===== config.mk =====
export PLATFORM = sky130hd
export DESIGN_NAME = pal_rate_detect
export DESIGN_NICKNAME = d
export VERILOG_FILES = /design/src/rtl/video_pkg.sv /design/src/rtl/seq_divider.sv /design/src/rtl/pal_rate_detect.sv
export SDC_FILE = /design/constraint.sdc
export NUM_CORES = 1
export LEC_CHECK = 0
export CAP_MARGIN = 20
export CELL_PAD_IN_SITES_DETAIL_PLACEMENT = 1
export CELL_PAD_IN_SITES_GLOBAL_PLACEMENT = 1
export CORE_ASPECT_RATIO = 2
export CORE_MARGIN = 2
export CORE_UTILIZATION = 53
export DETAILED_ROUTE_END_ITERATION = 10
export PLACE_DENSITY_LB_ADDON = 0.1
export SKIP_CTS_REPAIR_TIMING = 1
export SLEW_MARGIN = 25
export SYNTH_ARGS = -nofsm -noshare
export SYNTH_HDL_FRONTEND = slang
export SYNTH_HIERARCHICAL = 1
export SYNTH_SLANG_ARGS = --single-unit

===== constraint.sdc =====
create_clock -name clk -period 13.04 [get_ports clk]
set_clock_uncertainty 0.15 [all_clocks]
set_input_delay 3.26 -clock clk [delete_from_list [all_inputs] [get_ports clk]]
set_output_delay 3.26 -clock clk [all_outputs]
set_load 0.05 [all_outputs]

===== src/rtl/video_pkg.sv =====
// Shared video-path types: 7.2 fixed-point frame rate, rate-mode enum, default
// 50/60 Hz decision thresholds, and the rate-detector FSM state encoding.
package video_pkg;

  localparam int FREQ_FRAC_BITS = 2;
  localparam int FREQ_W         = 9;

  typedef logic [FREQ_W-1:0] freq_q7_2_t;

  localparam int TH_UP_DEF = 228;
  localparam int TH_DN_DEF = 220;

  typedef enum logic {
    MODE_50,
    MODE_60
  } rate_mode_e;

  typedef enum logic [1:0] {
    WAIT_EDGE,
    MEASURE,
    DIVIDE,
    UPDATE
  } rd_state_e;

endpackage


===== src/rtl/seq_divider.sv =====
// Restoring unsigned divider, one quotient bit per cycle. A done pulse follows
// the final bit, and abort drops any division in flight.
module seq_divider #(
  parameter int W  = 32,
  parameter int QW = W
) (
  input  logic          clk,
  input  logic          rst,
  input  logic          start,
  input  logic          abort,
  input  logic [W-1:0]  dividend,
  input  logic [W-1:0]  divisor,
  output logic          done,
  output logic [QW-1:0] quotient
);

  localparam int BW = $clog2(W + 1);

  logic [W-1:0]  rem_q;
  logic [W-1:0]  quo_q;
  logic [W-1:0]  dvs_q;
  logic [W:0]    shifted;
  logic [W-1:0]  diff;
  logic          ge;
  logic          busy;
  logic [BW-1:0] bits_left;

  // When ge holds, the true difference is below the divisor, so W bits suffice.
  always_comb begin
    shifted = {rem_q, quo_q[W-1]};
    ge      = shifted >= {1'b0, dvs_q};
    diff    = shifted[W-1:0] - dvs_q;
  end

  always_ff @(posedge clk) begin
    if (start) begin
      rem_q <= '0;
      quo_q <= dividend;
      dvs_q <= divisor;
    end else if (busy) begin
      rem_q <= ge ? diff : shifted[W-1:0];
      quo_q <= {quo_q[W-2:0], ge};
    end
  end

  always_ff @(posedge clk) begin
    if (rst || abort) begin
      busy      <= 1'b0;
      done      <= 1'b0;
      bits_left <= '0;
    end else begin
      done <= 1'b0;
      if (start) begin
        busy      <= 1'b1;
        bits_left <= BW'(W);
      end else if (busy) begin
        bits_left <= bits_left - 1'b1;
        if (bits_left == BW'(1)) begin
          busy <= 1'b0;
          done <= 1'b1;
        end
      end
    end
  end

  assign quotient = quo_q[QW-1:0];

endmodule


===== src/rtl/pal_rate_detect.sv =====
// Measures the source vsync period, converts it to a 7.2 Hz rate, and makes a
// debounced, hysteretic 50/60 Hz decision for the upscaler path select.
module pal_rate_detect
  import video_pkg::*;
#(
  parameter int CLK_HZ        = 297_000_000,
  parameter int MIN_HZ        = 20,
  parameter int MAX_HZ        = 100,
  parameter int STABLE_FRAMES = 4,
  parameter int TH_UP         = TH_UP_DEF,
  parameter int TH_DN         = TH_DN_DEF
) (
  input  logic       clk,
  input  logic       reset,
  input  logic       i_vsync,
  output freq_q7_2_t o_freq,
  output logic       o_valid,
  output logic       o_update,
  output logic       o_locked,
  output logic       o_mode_50,
  output logic       o_mode_60,
  output logic       o_no_signal
);

  localparam int unsigned MAX_CNT  = CLK_HZ / MIN_HZ;
  localparam int unsigned MIN_PER  = CLK_HZ / MAX_HZ;
  localparam int          CW       = $clog2(MAX_CNT) + 1;
  localparam longint      DIVIDEND = 4 * longint'(CLK_HZ);
  localparam int          DIV_W    = $clog2(DIVIDEND + 1);
  localparam int          SW       = $clog2(STABLE_FRAMES + 1);

  localparam logic [CW-1:0] MAX_CNT_V = CW'(MAX_CNT);
  localparam logic [CW-1:0] MIN_PER_V = CW'(MIN_PER);
  localparam logic [SW-1:0] LOCK_V    = SW'(STABLE_FRAMES);
  localparam freq_q7_2_t    TH_UP_V   = FREQ_W'(TH_UP);
  localparam freq_q7_2_t    TH_DN_V   = FREQ_W'(TH_DN);
  localparam freq_q7_2_t    TOL_V     = FREQ_W'(1 << FREQ_FRAC_BITS);

  function automatic logic [SW-1:0] stable_inc(input logic [SW-1:0] s);
    return (s == LOCK_V) ? s : s + 1'b1;
  endfunction

  function automatic logic near_freq(input freq_q7_2_t a, input freq_q7_2_t b);
    freq_q7_2_t d;
    d = (a >= b) ? a - b : b - a;
    return d <= TOL_V;
  endfunction

  logic            vsync_d1;
  logic            rise;
  logic [CW-1:0]   cnt;
  logic            sat;
  logic            timeout;
  logic            period_ok;
  rd_state_e       state;
  rd_state_e       state_nx;
  logic [SW-1:0]   stable;
  rate_mode_e      mode;
  logic            div_start;
  logic            div_abort;
  logic            div_done;
  freq_q7_2_t      div_quo;
  logic [DIV_W-1:0] div_dividend;
  logic [DIV_W-1:0] div_divisor;

  assign sat          = (cnt == MAX_CNT_V);
  assign timeout      = sat && !rise;
  assign period_ok    = (cnt >= MIN_PER_V);
  assign div_dividend = DIV_W'(DIVIDEND);
  assign div_divisor  = DIV_W'(cnt);

  seq_divider #(
    .W  (DIV_W),
    .QW (FREQ_W)
  ) u_div (
    .clk      (clk),
    .rst      (reset),
    .start    (div_start),
    .abort    (div_abort),
    .dividend (div_dividend),
    .divisor  (div_divisor),
    .done     (div_done),
    .quotient (div_quo)
  );

  always_ff @(posedge clk) begin
    if (reset) state <= WAIT_EDGE;
    else       state <= state_nx;
  end

  // A saturated period counter overrides every state: the source is gone.
  always_comb begin
    state_nx = state;
    if (timeout) begin
      state_nx = WAIT_EDGE;
    end else begin
      case (state)
        WAIT_EDGE: if (rise) state_nx = MEASURE;
        MEASURE:   if (rise && period_ok) state_nx = DIVIDE;
        DIVIDE: begin
          if (rise)          state_nx = MEASURE;
          else if (div_done) state_nx = UPDATE;
        end
        UPDATE:    state_nx = MEASURE;
        default:   state_nx = WAIT_EDGE;
      endcase
    end
  end

  always_comb begin
    div_start = 1'b0;
    div_abort = timeout;
    case (state)
      MEASURE: div_start = rise && period_ok;
      DIVIDE:  if (rise) div_abort = 1'b1;
      default: ;
    endcase
    o_locked  = (stable == LOCK_V);
    o_mode_50 = o_locked && (mode == MODE_50);
    o_mode_60 = o_locked && (mode == MODE_60);
  end

  always_ff @(posedge clk) begin
    if (reset) begin
      vsync_d1    <= 1'b0;
      rise        <= 1'b0;
      cnt         <= '0;
      o_freq      <= '0;
      o_valid     <= 1'b0;
      o_update    <= 1'b0;
      o_no_signal <= 1'b1;
      stable      <= '0;
      mode        <= MODE_50;
    end else begin
      vsync_d1 <= i_vsync;
      rise     <= i_vsync & ~vsync_d1;
      o_update <= 1'b0;
      if (rise)      cnt <= CW'(1);
      else if (!sat) cnt <= cnt + 1'b1;
      if (timeout) begin
        o_no_signal <= 1'b1;
        o_valid     <= 1'b0;
        stable      <= '0;
      end else begin
        case (state)
          WAIT_EDGE: if (rise) o_no_signal <= 1'b0;
          MEASURE:   if (rise && !period_ok) stable <= '0;
          DIVIDE:    if (rise) stable <= '0;
          UPDATE: begin
            o_freq   <= div_quo;
            o_update <= 1'b1;
            o_valid  <= 1'b1;
            stable   <= near_freq(div_quo, o_freq) ? stable_inc(stable) : SW'(1);
            // Hysteresis: quotients inside (TH_DN, TH_UP) keep the current mode.
            if (mode == MODE_50 && div_quo >= TH_UP_V)      mode <= MODE_60;
            else if (mode == MODE_60 && div_quo <= TH_DN_V) mode <= MODE_50;
          end
          default: ;
        endcase
      end
    end
  end

endmodule


==> flow_summary_export.csv, run 1 <==
group,metric,value,unit
floorplanning,core_area,0.01610,mm^2
critical_path,cp.arrival,2.08,ns
floorplanning,start_util,53.82,%
synth,ys_ff_latch,145,
hold_path,min_path_type,"register to register",
synth,yosys.area_share.xor_xnor,5.544,%
route,wl_per_cell,17.95,um
global_route,grt_pass1_wl,35340,um
synth,ys_async_sr_fraction,0,%
finish,multiInputGateArea,0.004743,mm^2
floorplanning,die_area,0.01745,mm^2
finish,n_fill_cell,1899,
clock_network,cts_buffers,17,
placement,place_hpwl,15390,um
placement,routabilityCongestion,0.9309,
synth,syn_area,0.008667,mm^2
clock_network,clk_latency,0.43,ns
clock_network,htreeDepth,4,
floorplanning,die_h,184.8,um
critical_path,cp_max_fo,7,
run_status,status,"complete, no violations",
synth,synth_ff_type,"dfxtp_1",
global_route,grt_pass1_vias,7109,
clock_network,clockRootBuffer,"clkbuf_16",
pwr,power.total,0.001112,W
timing,finalSetupTns,0,ns
timing,whs,0.2433,ns
critical_path,critPathRequiredTime,9.63,ns
timing,max_freq,182.3,MHz
timing,worst_slew_pin_slew,1.000,ns
finish,area_delta_synth_final,10.57,%
synth,synthCells,944,
synth,synthAdderAreaFrac,8.748,%
route,drc,0,
synth,synthSimpleGateAreaFrac,15.84,%
global_route,overflow,0,
placement,port_buffers,17,
synth,avgSynthCellArea,9.181,um^2
job,drv_cap,0,
timing,fin_crit,5.486,ns
finish,fin_area,0.009583,mm^2
pwr,power_density,116.0,mW/mm^2
finish,regArea,0.003523,mm^2
timing,slew_headroom,33.25,%
timing,grt_setup_unrepaired,"false",
route,drt_iter0_drc,287,
route,viasPerCell,5.698,
synth,ys_seq_area_share,40.65,%
route,drt_pass1_iterations,5,
finish,final_util,59.51,%
floorplanning,rows,66,
synth,yosys.cell_types.count,74,
critical_path,ff2ff_path_depth,12,
critical_path,end_kind,"output pin",
hold_path,holdPathStages,1,
route,antenna_left,0,
synth,synth-compound-area-share,17.02,%
route,routed_wl,21400,um
finish,num_antenna_cells,0,
synth,synth_top_family_by_area,"compound AO/OA/AOI/OAI gates",
synth,synthMuxAreaShare,5.890,%
floorplanning,pin_count,18,
pwr,leakage,3.889,nW
critical_path,cp-start-kind,"register",
clock_network,clk_pin_slew,0.06,ns
timing,min_period_over_period,42.07,%
critical_path,critPathKind,"register to output pin",
global_route,grt_use_total,25.88,%
finish,nets,1038,
placement,dpl_cell_area,0.009037,mm^2
timing,setup_viol,0,
clock_network,tritoncts,"done",
clock_network,clock_path_buffers,2,
route,vias,6792,
timing,hold_violations,0,
timing,slew_violations,0,
global_route,antenna_found_initial,0,
clock_network,cts.sinks,145,
global_route,grt_max_degree,86,
floorplanning,die_width,94.43,um
pwr,ir_worst_vdd,88.14,uV
synth,yosysWarningCount,6,
synth,synth-edff-count,62,
finish,layout-drive-gt1-share,9.008,%
state kept, by name, summed over array words and instances (netlist names), 2 cells and up:
register / count
u_div/rem_q: 31
u_div/dvs_q: 31
o_freq: 9
state: 2
stable: 3
u_div/quo_q: 31
cnt: 25
u_div/bits_left: 5
per-stage QoR:
stage               setup WS [ns]  instances
finish                      7.554       1192
global route                7.416       1192
detailed placement          7.729       1160
CTS                         7.533       1192
global placement            7.804       1160
floorplan                   7.732        979
cells in the final DEF (no fill, tap or decap), drive strengths merged, types with 16 or more instances in the layout:
cell,n
o21ai,46
a21o,17
nor2,105
clkbuf,20
edfxtp,62
nand4,16
inv,84
nand2,57
nand3,19
ha,59
a211oi,19
a21oi,67
mux2,32
xor2,32
dfxtp,83
xnor2,22
clkdlybuf4s50,17
conb,37
logic make-up (layout without fill, tap and decap cells):
group           Yosys count  in the layout
other cells               2             37
fa+ha+maj                60             60
mux                      47             47
flops                   145            145
xor+xnor                 54             54
compound gates          226            226
simple gates            283            283
buf+inv                 127            136
metal layers:
| layer | wire length, um | part of all wire, % | track usage (%) |
|---|---|---|---|
| met1 | 9478 | 44 | 32.79 |
| met2 | 11070 | 52 | 44.89 |
| met3 | 482 | 2.3 | 3.621 |
| met4 | 373 | 1.7 | 8.580 |
| met5 | 0 | 0 | 0 |
synthesized netlist by cell type, types with 9 or more instances:
cell,n,area share [%]
nor2_1,105,4.5
inv_1,82,3.6
ha_1,59,8.5
xor2_1,32,3.2
nand2b_1,9,0.65
nand4_1,15,1.1
nor3_1,12,0.69
edfxtp_1,62,21
o21ai_0,43,2.5
mux2_2,32,4.2
nor2b_1,14,1.0
a21oi_1,66,3.8
dfxtp_1,83,19
a31oi_1,14,1.0
xnor2_1,21,2.1
clkbuf_1,28,1.2
nand2_1,57,2.5
buf_4,12,1.0
a21o_1,17,1.5
mux2i_1,15,1.7
and3_1,12,0.87
a211oi_1,18,1.6
nand3_1,19,1.1
power breakdown:
| group | switching, W | internal, W | total, W |
|---|---|---|---|
| Clock | 0.000196 | 0.000254 | 0.000450 |
| Combinational | 0.0000941 | 0.0000670 | 0.000161 |
| Sequential | 0.0000150 | 0.000485 | 0.000500 |
| Total | 0.000305 | 0.000806 | 0.00111 |
worst max-delay path, stage by stage, from the launching register on:
cell             delay [ns]
dfxtp_1                0.32
inv_1                  0.09
ha_1                   0.16
nand2_1                0.14
nor2_1                 0.12
clkdlybuf4s50_1        0.81
cell type report:
class / count / area share (%)
Tap cell: 204 / 2.664
Timing Repair Buffer: 22 / 2.207
Clock buffer: 20 / 4.779
Clock inverter: 12 / 0.8748
Multi-Input combinational cell: 707 / 49.50
Inverter: 82 / 3.212
Sequential cell: 145 / 36.77
final timing paths:
check	slack, ns	endpoint	start
setup / recovery	7.55	o_mode_60	stable[1]
hold / removal	0.24	rise	vsync_d1
setup reg to reg	9.16	u_div/rem_q[22]	u_div/quo_q[30]
hold reg to reg	0.24	rise	vsync_d1
(Power assumes the default switching activity.)
==> run 2: changes to the inputs <==
--- a/config.mk
+++ b/config.mk
@@ -10,7 +10,7 @@
 export CELL_PAD_IN_SITES_GLOBAL_PLACEMENT = 1
 export CORE_ASPECT_RATIO = 2
 export CORE_MARGIN = 2
-export CORE_UTILIZATION = 53
+export CORE_UTILIZATION = 49
 export DETAILED_ROUTE_END_ITERATION = 10
 export PLACE_DENSITY_LB_ADDON = 0.1
 export SKIP_CTS_REPAIR_TIMING = 1
==> constraint.sdc (replaced) <==
create_clock -name clk -period 5.2 [get_ports clk]
set_clock_uncertainty 0.15 [all_clocks]
set_input_delay 1.3 -clock clk [delete_from_list [all_inputs] [get_ports clk]]
set_output_delay 1.3 -clock clk [all_outputs]
set_load 0.05 [all_outputs]
==> flow_summary_export.csv, run 2 (same netlist as run 1, synthesis figures left out) <==
group,metric,value,unit
pwr,power_density,295.9,mW/mm^2
global_route,grt_pass1_vias,7842,
route,viasPerCell,5.883,
critical_path,r2r-start,"u_div/quo_q[30]",
finish,area_delta_synth_final,11.65,%
timing,min_period_over_period,74.34,%
finish,instances_no_fill,1204,
floorplanning,pin_count,18,
critical_path,worst-path-buf-inv,3,
critical_path,cp.arrival,3.98,ns
placement,place_hpwl,18580,um
global_route,antenna_found_initial,0,
finish,layout-drive-gt1-share,9.457,%
pwr,leakage,3.948,nW
global_route,grt_pass1_wl,38970,um
clock_network,clockRootBuffer,"clkbuf_16",
global_route,overflow,0,
global_route,grt_max_degree,48,
critical_path,end_kind,"register",
timing,finalSetupTns,0,ns
timing,fin_crit,3.866,ns
timing,slew_headroom,30.97,%
pwr,ir_worst_vdd,211.6,uV
finish,final_util,56.03,%
clock_network,clk_latency,0.42,ns
route,drt_iter0_drc,175,
finish,largestRegisters,"u_div/dvs_q (31), u_div/quo_q (31), u_div/rem_q (31)",
clock_network,cts_buffers,17,
route,vias,7083,
critical_path,cp_common_cell,"a21oi_1",
clock_network,tritoncts,"done",
floorplanning,die_area,0.01883,mm^2
critical_path,slowest_delay,0.44,ns
floorplanning,die_h,192.1,um
floorplanning,start_util,50.18,%
placement,routabilityCongestion,0.8918,
clock_network,clock_path_buffers,2,
timing,hold_violations,0,
floorplanning,core_area,0.01727,mm^2
critical_path,worstSetupStartpoint,"u_div/quo_q[30]",
run_status,status,"complete, no violations",
clock_network,cts.sinks,145,
placement,dp.cells,1172,
critical_path,critPathRequiredTime,5.32,ns
job,drv_cap,0,
clock_network,htreeDepth,4,
global_route,grt_use_total,26.67,%
critical_path,cp-start-kind,"register",
finish,num_antenna_cells,0,
timing,grt_setup_unrepaired,"false",
placement,port_buffers,17,
critical_path,cpLargestDelayFamily,"compound AO/OA/AOI/OAI gates",
timing,worst_slew_pin_slew,1.032,ns
critical_path,crit_slowest_cell,"o21ai_0",
finish,final_cell_mix,"105 x nor2_1, 83 x dfxtp_1, 82 x inv_1, 66 x a21oi_1, 62 x edfxtp_1",
critical_path,critPathKind,"register to register",
critical_path,cp_max_fo,23,
timing,max_freq,258.7,MHz
route,wl_per_cell,20.13,um
timing,slew_violations,0,
route,antenna_left,0,
floorplanning,rows,68,
finish,mostFrequentLayoutCell,"nor2_1",
timing,setup_viol,0,
hold_path,min_from,"vsync_d1",
timing,whs,0.2383,ns
floorplanning,die_width,98.04,um
finish,fin_area,0.009677,mm^2
clock_network,clk_pin_slew,0.06,ns
route,drc,0,
critical_path,cp_cell_sequence,"inv_1, ha_1, fa_1, nand2b_1, a21oi_1, o21ai_0, a21oi_1, o31a_1, o32ai_4, buf_8, buf_4, nor4_1, a31oi_1, o311ai_0",
placement,dpl_cell_area,0.009116,mm^2
hold_path,min_path_type,"register to register",
route,drt_pass1_iterations,5,
route,routed_wl,24230,um
finish,nets,1044,
==> run 2: layout make-up <==
cell class	count	area [um^2]
Sequential cell	145	3523
Clock inverter	14	131.4
Tap cell	210	262.8
Fill cell	2010	7595
Inverter	82	307.8
Clock buffer	18	429.2
Multi-Input combinational cell	707	4750
Timing Repair Buffer	28	272.8
==> run 2: report_power, final <==
part	internal (W)	total [W]	switching, W	leakage (nW)
Clock	0.000665	0.00117	0.000506	0.266
Combinational	0.000172	0.000434	0.000262	2.44
Sequential	0.00122	0.00126	0.0000416	1.24
Total	0.00205	0.00286	0.000809	3.95
==> run 2: routing by layer <==
metal	track usage [%]	routed length, um	vias up	part of all wire [%]
met4	18.00	1655	0	6.8
met1	22.91	8127	3464	34
li1	-	-	3386	-
met5	0	0	-	0
met3	4.039	424	88	1.7
met2	54.16	14020	145	58
==> run 2: path summary, 6_finish.rpt <==
| path | slack, ns | cells past startpoint | end |
|---|---|---|---|
| max | 1.33 | 14 | u_div/rem_q[23] |
| min | 0.24 | 1 | rise |
| max reg2reg | 1.33 | 14 | u_div/rem_q[23] |
| min reg2reg | 0.24 | 1 | rise |
==> run 2: metrics by stage <==
step / worst slack, ns / total power (W)
after floorplan: 0.8376 / 0.001586
after global placement: 1.341 / 0.001688
after detailed placement: 1.357 / 0.001708
after CTS: 1.340 / 0.002888
after global routing: 1.027 / 0.002988
final: 1.334 / 0.002863
